[src/rtl/includes.sv]
// ============================================================================
// Module      : includes (package)
// Description : Shared types, AXI constants and strobe helper for the
//               SRAM-like to AXI3 bridge.
// Revision    : 1.0 - initial release
// ============================================================================
`default_nettype none

package includes;

    localparam int W_ADDR = 32;
    localparam int W_DATA = 32;

    typedef enum logic [2:0] {
        IDLE = 3'd0,
        AR   = 3'd1,
        R    = 3'd2,
        AW   = 3'd3,
        B    = 3'd4
    } axi_state_t;

    localparam logic [1:0] AXI_BURST_INCR = 2'b01;
    localparam logic [3:0] AXI_ID_INST    = 4'd0;
    localparam logic [3:0] AXI_ID_DATA    = 4'd1;

    // Byte-lane enables for a single beat; the master has already aligned wdata.
    function automatic logic [3:0] wstrb_of(input logic [1:0] size, input logic [1:0] addr_lo);
        logic [3:0] strb;
        case (size)
            2'd0:    strb = 4'b0001 << addr_lo;
            2'd1:    strb = addr_lo[1] ? 4'b1100 : 4'b0011;
            default: strb = 4'b1111;
        endcase
        return strb;
    endfunction

endpackage

`default_nettype wire

[src/rtl/sram_like_axi_bridge.sv]
// ============================================================================
// Module      : sram_like_axi_bridge
// Description : Arbitrates the instruction/data SRAM-like ports (data wins)
//               onto one AXI3 master, one single-beat transaction at a time.
// Revision    : 1.0 - initial release
// ============================================================================
`default_nettype none

module sram_like_axi_bridge
    import includes::*;
(
    input  logic              clk,
    input  logic              rst,

    input  logic              i_req,
    input  logic              i_wr,
    input  logic [1:0]        i_size,
    input  logic [W_ADDR-1:0] i_addr,
    input  logic [W_DATA-1:0] i_wdata,
    output logic [W_DATA-1:0] i_rdata,
    output logic              i_addr_ok,
    output logic              i_data_ok,

    input  logic              d_req,
    input  logic              d_wr,
    input  logic [1:0]        d_size,
    input  logic [W_ADDR-1:0] d_addr,
    input  logic [W_DATA-1:0] d_wdata,
    output logic [W_DATA-1:0] d_rdata,
    output logic              d_addr_ok,
    output logic              d_data_ok,

    output logic [3:0]        arid,
    output logic [W_ADDR-1:0] araddr,
    output logic [3:0]        arlen,
    output logic [2:0]        arsize,
    output logic [1:0]        arburst,
    output logic [1:0]        arlock,
    output logic [3:0]        arcache,
    output logic [2:0]        arprot,
    output logic              arvalid,
    input  logic              arready,

    input  logic [3:0]        rid,
    input  logic [W_DATA-1:0] rdata,
    input  logic [1:0]        rresp,
    input  logic              rlast,
    input  logic              rvalid,
    output logic              rready,

    output logic [3:0]        awid,
    output logic [W_ADDR-1:0] awaddr,
    output logic [3:0]        awlen,
    output logic [2:0]        awsize,
    output logic [1:0]        awburst,
    output logic [1:0]        awlock,
    output logic [3:0]        awcache,
    output logic [2:0]        awprot,
    output logic              awvalid,
    input  logic              awready,

    output logic [3:0]        wid,
    output logic [W_DATA-1:0] wdata,
    output logic [3:0]        wstrb,
    output logic              wlast,
    output logic              wvalid,
    input  logic              wready,

    input  logic [3:0]        bid,
    input  logic [1:0]        bresp,
    input  logic              bvalid,
    output logic              bready
);

    axi_state_t        r_state;
    axi_state_t        w_next;

    logic              r_owner_d;
    logic [W_ADDR-1:0] r_addr;
    logic [1:0]        r_size;
    logic [W_DATA-1:0] r_wdata;
    logic              r_aw_done;
    logic              r_w_done;
    logic [W_DATA-1:0] r_i_rdata;
    logic [W_DATA-1:0] r_d_rdata;

    logic              w_grant_d;
    logic              w_grant_i;
    logic              w_aw_fin;
    logic              w_w_fin;
    logic              w_r_fire;
    logic              w_b_fire;
    logic              w_unused;

    // Response ID/status/last carry no information with a single outstanding beat.
    assign w_unused = ^{rid, rresp, rlast, bid, bresp};

    assign w_grant_d = (r_state == IDLE) && d_req && !rst;
    assign w_grant_i = (r_state == IDLE) && !d_req && i_req && !rst;
    assign w_aw_fin  = r_aw_done || awready;
    assign w_w_fin   = r_w_done  || wready;
    // Completion is masked during reset so an abandoned transfer never reports done.
    assign w_r_fire  = (r_state == R) && rvalid && !rst;
    assign w_b_fire  = (r_state == B) && bvalid && !rst;

    // ------------------------------------------------------------------ state
    always_ff @(posedge clk) begin
        if (rst) begin
            r_state <= IDLE;
        end else begin
            r_state <= w_next;
        end
    end

    // ------------------------------------------------------------- next state
    always_comb begin
        w_next = r_state;
        case (r_state)
            IDLE: begin
                if (w_grant_d) begin
                    w_next = d_wr ? AW : AR;
                end else if (w_grant_i) begin
                    w_next = i_wr ? AW : AR;
                end
            end
            AR:      if (arready) w_next = R;
            R:       if (rvalid)  w_next = IDLE;
            AW:      if (w_aw_fin && w_w_fin) w_next = B;
            B:       if (bvalid)  w_next = IDLE;
            default: w_next = IDLE;
        endcase
    end

    // ---------------------------------------------------------------- outputs
    always_comb begin
        arvalid   = (r_state == AR);
        rready    = (r_state == R);
        awvalid   = (r_state == AW) && !r_aw_done;
        wvalid    = (r_state == AW) && !r_w_done;
        bready    = (r_state == B);
        i_addr_ok = w_grant_i;
        d_addr_ok = w_grant_d;
        i_data_ok = (w_r_fire || w_b_fire) && !r_owner_d;
        d_data_ok = (w_r_fire || w_b_fire) &&  r_owner_d;
        i_rdata   = (w_r_fire && !r_owner_d) ? rdata : r_i_rdata;
        d_rdata   = (w_r_fire &&  r_owner_d) ? rdata : r_d_rdata;
    end

    // ------------------------------------------------------- request capture
    always_ff @(posedge clk) begin
        if (rst) begin
            r_owner_d <= 1'b0;
            r_addr    <= '0;
            r_size    <= 2'd0;
            r_wdata   <= '0;
        end else if (w_grant_d) begin
            r_owner_d <= 1'b1;
            r_addr    <= d_addr;
            r_size    <= d_size;
            r_wdata   <= d_wdata;
        end else if (w_grant_i) begin
            r_owner_d <= 1'b0;
            r_addr    <= i_addr;
            r_size    <= i_size;
            r_wdata   <= i_wdata;
        end
    end

    // AW and W handshake independently; the flags remember which already happened.
    always_ff @(posedge clk) begin
        if (rst || (r_state != AW) || (w_aw_fin && w_w_fin)) begin
            r_aw_done <= 1'b0;
            r_w_done  <= 1'b0;
        end else begin
            if (awready) r_aw_done <= 1'b1;
            if (wready)  r_w_done  <= 1'b1;
        end
    end

    always_ff @(posedge clk) begin
        if (rst) begin
            r_i_rdata <= '0;
            r_d_rdata <= '0;
        end else if (w_r_fire) begin
            if (r_owner_d) r_d_rdata <= rdata;
            else           r_i_rdata <= rdata;
        end
    end

    // ------------------------------------------------------------- AXI fields
    assign arid    = r_owner_d ? AXI_ID_DATA : AXI_ID_INST;
    assign araddr  = r_addr;
    assign arlen   = 4'd0;
    assign arsize  = {1'b0, r_size};
    assign arburst = AXI_BURST_INCR;
    assign arlock  = 2'd0;
    assign arcache = 4'd0;
    assign arprot  = 3'd0;

    assign awid    = arid;
    assign awaddr  = r_addr;
    assign awlen   = 4'd0;
    assign awsize  = {1'b0, r_size};
    assign awburst = AXI_BURST_INCR;
    assign awlock  = 2'd0;
    assign awcache = 4'd0;
    assign awprot  = 3'd0;

    assign wid     = awid;
    assign wdata   = r_wdata;
    assign wstrb   = wstrb_of(r_size, r_addr[1:0]);
    assign wlast   = 1'b1;

endmodule

`default_nettype wire

[config.mk]
export PLATFORM = sky130hd
export DESIGN_NAME = sram_like_axi_bridge
export DESIGN_NICKNAME = d
export VERILOG_FILES = /design/src/rtl/includes.sv /design/src/rtl/sram_like_axi_bridge.sv
export SDC_FILE = /design/constraint.sdc
export NUM_CORES = 1
export LEC_CHECK = 0
export ABC_AREA = 1
export CORE_AREA = 2 2 158 160
export CTS_CLUSTER_DIAMETER = 60
export DETAILED_ROUTE_END_ITERATION = 10
export DIE_AREA = 0 0 160 162
export PLACE_DENSITY = 0.69
export SLEW_MARGIN = 5
export SYNTH_ARGS = -nofsm -noshare
export SYNTH_HDL_FRONTEND = slang
export SYNTH_SLANG_ARGS = --single-unit
[constraint.sdc]
create_clock -name clk -period 4.9 [get_ports clk]
set_input_delay 1.47 -clock clk [delete_from_list [all_inputs] [get_ports clk]]
set_output_delay 1.47 -clock clk [all_outputs]
set_load 0.02 [all_outputs]
==> impl_metrics.json <==
{
  "status": "finished clean",
  "synth_flop_cell": "dfxtp_1",
  "sw_frac_of_total_pct": 35.1,
  "cts_buffer_depth": 2,
  "dr_total_vias": 6880,
  "whs_ns": 0.489,
  "route.detailed.drc": 0,
  "syn_avg_cell_area_um2": 7.05,
  "dp.cells": 1564,
  "synth_cell_types": 27,
  "grt_max_degree": 97,
  "yosys_warnings": 0,
  "synth.yosys.seq_area_share_pct": 39.8,
  "end_kind": "output pin",
  "cts_hold_buf": 0,
  "rows": 57,
  "async_reset_ff_share_pct": 0,
  "p_comb_share_pct": 36.6,
  "die_y_um": 162,
  "nNetsFinal": 1447,
  "synth_seq_cells": 136,
  "clk_pin_slew_ns": 0.06,
  "antenna_found_initial": 0,
  "crit_required_ns": 3.43,
  "clk_latency_ns": 0.41,
  "io_buffers": 354,
  "boundaryPins": 410,
  "pre_cts_ws_ns": 0.0307,
  "crit_type": "in -> out",
  "regToRegSetupSlack_ns": 2.57,
  "fin_ws_ns": 0.343,
  "drive_gt1_share_pct": 6.45,
  "clock-sinks": 136,
  "core_mm2": 0.0241,
  "ys_top_cells_by_area": "dfxtp_1, nand2_1, inv_1",
  "fin_skew_ns": 0.00859,
  "synth_edf_count": 0,
  "worstMarginPinSlew_ns": 0.968,
  "hpwl_um": 16200,
  "p_sw_mw": 1.47,
  "p_int_mw": 2.72,
  "timing.slew.headroom_pct": 35.5,
  "worstPathArrival_ns": 3.09,
  "clkPwrFrac_pct": 31.6,
  "final-setup-viol-count": 0,
  "drt_iter0_markers": 350,
  "drtAntennaViolNets": 0,
  "cts_tree": "yes",
  "maxSlewViolCount": 0,
  "htree_levels": 4,
  "finalNonFillerCells": 1595,
  "track_usage_pct": 16.4,
  "syn_inst": 971,
  "initial_core_util_pct": 28.4,
  "routabilityCongestion": 0.819,
  "cts-root-buf": "clkbuf_16",
  "first_pass_iters": 5,
  "multi_input_comb_area_mm2": 0.00271,
  "grt_overflow_total": 0,
  "hold_viol": 0,
  "viasPerCell": 4.31,
  "pwr-share-seq_pct": 31.8,
  "grt_pass1_vias": 6641,
  "rsz0062_at_grt": "false",
  "startpoint_type": "input pin",
  "fillers": 2468,
  "grt_pass1_wl_um": 34300,
  "cts_buffers": 17,
  "syn_to_final_growth_pct": 57.5,
  "seq_area_mm2": 0.00272,
  "period_share_pct": 93.0,
  "design.die.area_mm2": 0.0259,
  "max-cap-violations": 0,
  "layout_min_cycle_time_ns": 4.56,
  "syn-cell-area_mm2": 0.00685,
  "synth_top_area_share_pct": 39.8,
  "p_leak_nw": 4.90,
  "post_drt_wl_per_cell_um": 13.9,
  "synth_top_cell_by_area": "dfxtp_1",
  "tns_ns": 0,
  "vdd.ir_drop.worst_mv": 0.181,
  "powerDensity_mw_per_mm2": 388,
  "drt-total-wl_um": 22100,
  "diodes": 0,
  "hp-class": "reg -> reg",
  "fmax_mhz": 219,
  "die_x_um": 160,
  "cp_max_fo": 2
}
cells in the mapped netlist (2+ instances only):
master	instances
o211ai_1	30
nand4_1	2
nand2_1	186
nand3b_1	2
dfxtp_1	136
inv_2	3
a31oi_1	36
buf_6	6
a21oi_1	35
nand3_1	70
buf_2	23
buf_4	84
conb_1	2
o21ai_2	30
buf_1	4
o21ai_1	34
inv_1	177
clkbuf_1	19
o21ai_0	4
nor2_1	81
worst max-delay path, cell delays in order:
cell and delay, ns:
clkdlybuf4s50_1 0.48, nand2_1 0.06, a21oi_1 0.19, inv_1 0.07, nor2_1 0.12, clkdlybuf4s50_1 0.69
area by class of cell:
cell class	instances	share of cell area [%]
timing repair buffer	365	34.1
sequential	136	25.2
multi-input combinational	559	25.1
inverter	180	6.27
clock buffer	17	3.94
tap	324	3.76
clock inverter	14	1.61
cells in the final DEF (no fill, tap or decap), types with 2 or more instances in the layout:
master,instances
clkinv_2,3
buf_12,4
inv_6,3
a21oi_1,35
inv_1,177
o21ai_2,30
o211ai_1,30
bufinv_16,3
a31oi_1,36
clkbuf_16,17
clkinv_4,4
nand3_1,70
nand2_1,186
clkdlybuf4s50_1,352
nand4_1,2
conb_1,42
dfxtp_1,136
o21ai_1,34
o21ai_0,4
buf_4,8
inv_2,3
nand3b_1,2
nor2_1,81
sequential cells by signal, summed over array words and instances (netlist names):
name	cells
araddr	32
r_aw_done	1
r_w_done	1
r_owner_d	1
r_size	2
wdata	32
r_i_rdata	32
r_state	3
r_d_rdata	32
through the flow:
stage	utilization [%]	cell area, um^2	power (mW)
after global placement	42.2	10200	2.88
after CTS	44.7	10800	4.24
final	44.7	10800	4.19
after detailed placement	42.2	10200	2.89
after floorplan	-	7000	2.26
after global routing	44.7	10800	4.41
path summary, 6_finish.rpt:
| path | from | end | cells past startpoint |
|---|---|---|---|
| worst max-delay path | bvalid | i_data_ok | 6 |
| worst min-delay path | wdata[19]$_SDFFE_PP0P_ | wdata[19]$_SDFFE_PP0P_ | 2 |
| worst max register to register | r_state[0]$_SDFFE_PP0P_ | wdata[18]$_SDFFE_PP0P_ | 9 |
| worst min register to register | wdata[19]$_SDFFE_PP0P_ | wdata[19]$_SDFFE_PP0P_ | 2 |
cell families (layout without fill, tap and decap cells):
| kind of cell | after synthesis | in the layout | share of synthesized area (%) |
|---|---|---|---|
| AO/OA/AOI/OAI | 169 | 169 | 15.8 |
| flip-flops | 136 | 136 | 39.8 |
| other | 2 | 42 | 0.110 |
| AND/OR/NAND/NOR | 348 | 348 | 21.3 |
| buffers and inverters | 316 | 576 | 23.0 |
what timing repair did:
item                                    in CTS  in global routing
hold endpoints to repair                     0                  0
gates resized for setup                      0                  2
buffers inserted                             0                  0
endpoints found under the setup margin       0                 25
per-layer routing:
layer	share of wire [%]	track usage, %	wire, um
met5	0	0	0
met4	1.5	4.75	324
met3	5.8	4.16	1290
met2	50	30.0	11200
met1	42	18.9	9340
power by group through the flow:
stage	Combinational (mW)	Clock [mW]	Sequential (mW)
after global placement	1.52	0	1.35
after floorplan	0.825	0	1.44
final	1.53	1.32	1.33
after CTS	1.54	1.36	1.33
after detailed placement	1.54	0	1.36
after global routing	1.65	1.42	1.35
No activity file was read; power rests on OpenSTA's default activity.
==> edit (config.mk and constraints unchanged) <==
The 5 states of `axi_state_t` get a Gray code encoding in 3 bits.
--- a/src/rtl/includes.sv
+++ b/src/rtl/includes.sv
@@ -12,11 +12,11 @@
     localparam int W_DATA = 32;
 
     typedef enum logic [2:0] {
-        IDLE = 3'd0,
-        AR   = 3'd1,
-        R    = 3'd2,
-        AW   = 3'd3,
-        B    = 3'd4
+        IDLE = 3'b000,
+        AR   = 3'b001,
+        R    = 3'b011,
+        AW   = 3'b010,
+        B    = 3'b110
     } axi_state_t;
 
     localparam logic [1:0] AXI_BURST_INCR = 2'b01;
Function: same outputs for any inputs over 4 cycles, from zero or initial values and one cycle with rst high; so few cycles prove little.
==> edit against the original RTL <==
  * Design area up 3.4%
  * Combinational power up 7%
  * Setup slack lost 200 ps
  * Clock power down 3%
  * Total power increased by 1.7%
  * Area after synthesis is 6.6% higher
  * Sequential cell count is the same
  * Count of clock-buffer cells in the layout unchanged
  * Die area unchanged
  * Wire length up 3.1%
  * Critical path type unchanged
==> edit: results (changes against the original RTL) <==
Synthesis
  • Sequential-to-total area share from yosys stat: 0.373 (-0.0247)
  • Number of warning messages in the yosys log: 0 (unchanged)
  • Average cell area after synthesis: 7.64 sq um (+8.3%)
  • Post-synth top cells: 156 x inv_1, 136 x dfxtp_1, 90 x nand2_1, 82 x buf_4
  • Count of distinct cell types in the synthesized netlist: 26 (-3.7%)
  • Most area-consuming cells after synthesis: dfxtp_1 37%, buf_4 8.4%, inv_1 8.0%

Power and ir drop
  • IR Drop Worst-Case VDD: 195 uV (+7.6%)
  • Leakage: 4.88 nW (-0.60%)
  • Switching power summed over all nets: 1.57 mW (+7.1%)

Place
  • Placed cell count: 1541 (-1.5%)
  • Number of port buffers: 354 (unchanged)
  • Post-place instance area: 10600 sq um (+3.8%)
  • HPWL reported at the end of detailed placement: 16500 um (+2.1%)
  • RePlAce Congestion: 0.770 (-6.0%)

Routing
  • Pre-Repair DR Iteration Count: 4 (-1)
  • Met3 wire length: 1840 um (+43%)
  • Final ANT Viol Nets: 0 (unchanged)
  • Wire length on met1: 9320 um (-0.25%)
  • Detailed-route via count: 6908 (+0.41%)
  • Post-Route WL: 22800 um (+3.1%)
  • Starting DRT DRC Count: 357 (+2.0%)
  • Total DRC errors in the routed layout: 0 (unchanged)
  • Top sig layer: met4
  • Met2 wire len: 11300 um (+1.4%)

Global route
  • Wire length of the first global-routing pass: 35000 um (+2.0%)
  • GR Util met1: 0.196 (+0.00692)
  • Initial antenna violation count: 1 (+1)
  • GR Layer Usage met2: 0.301 (+0.000394)
  • GR Util All Layers: 0.170 (+0.00598)
  • Global routing met3 resource utilization: 0.0595 (+0.0179)
  • Number of global-route vias before repair: 6539 (-1.5%)
  • Maximum number of pins on one net before global-route repair: 99 (+2.1%)

Timing
  • Final hold slack: 481 ps (-8.81 ps)
  • Transition time of the tightest slew-check pin: 1050 ps (+79.9 ps)
  • Post-route clock skew: 19.5 ps (+10.9 ps)

Critical path
  • R2R Path Start: r_state[2]
  • Worst EP arrival: 3290 ps (+200 ps)
  • Capture point of the worst reg-to-reg path: wdata[9]
  • R2R Setup Slk: 2240 ps (-330 ps)
  • Cell depth of the worst flop-to-flop path: 8 (-1)
  • Critical-path maximum fanout: 64 (+62)

CTS
  • Clock tree root buffer cell: clkbuf_16
  • Number of buffers created by CTS: 17 (unchanged)
  • Worst skew pair latency: 430 ps (+20 ps)
  • Deepest level of the CTS H-tree: 4 (unchanged)
  • Max Root-Sink Buffers: 2 (unchanged)

Hold path
  • Hold Path Sink: wdata[27]
  • Hold_sp: wdata[27]
  • Type of the most critical hold path: reg2reg

Cells and area
  • Fillcell total: 2455 (-0.53%)
  • Share of layout cells above drive strength 1: 0.141 (+0.0764)
  • Net count reported at finish: 1424 (-1.6%)
  • Count of placed standard cells in the final layout, fillers left out: 1575 (-1.3%)

Status
  • Run status: completed
edit: how the worst max path moves through the flow:
stage	cells after the start	slack (ps)	endpoint	start
final	6	140	i_rdata[19]	rvalid
after CTS	6	140	d_data_ok	bvalid
after global placement	6	150	i_data_ok	bvalid
after detailed placement	6	140	d_data_ok	bvalid
after global routing	6	20	i_rdata[4]	rvalid
after floorplan	3	1080	d_data_ok	rst
edit: layout make-up:
type	count	area, sq um	share of cell area
flip-flops and latches	136	2720	0.244
clock buffers	17	425	0.0382
repair buffers	364	3650	0.328
multi-input cells	561	3200	0.287
inverters	156	586	0.0525
diodes	2	5.00	0.000449
clock inverters	15	153	0.0137
well taps	324	405	0.0364
edit: logic make-up (layout without fill, tap and decap cells):
kind of cell    Yosys count  in the layout  synth area share
flops                   136            136             0.373
compound gates          204            204             0.210
other cells               2             44           0.00103
simple gates            315            315             0.205
buf+inv                 299            552             0.211
edit: per-stage QoR:
stage	worst slack [ps]	power, mW
4_1_cts	138	4.32
2_1_floorplan	1080	2.44
3_3_place_gp	150	3.00
5_1_grt	18.2	4.48
6_report	138	4.26
3_5_place_dp	140	3.02
edit: worst max-delay path, stage by stage:
cell and delay, ps:
clkdlybuf4s50_1 550, nand4_2 150, buf_12 210, o21ai_0 270, inv_1 70, clkdlybuf4s50_1 540
edit: power groups by stage:
stage	combinational, mW	sequential, mW	clock, mW
detailed placement	1.64	1.38	0
global placement	1.63	1.37	0
finish	1.63	1.35	1.28
floorplan	0.958	1.48	0
global route	1.75	1.37	1.37
CTS	1.65	1.35	1.32
edit: repair_timing:
| action | 4_1_cts | 5_1_grt |
|---|---|---|
| setup buffers | 0 | 0 |
| setup endpoints to repair | 0 | 1 |
| resized for setup | 0 | 1 |
| hold buffers | 0 | 0 |
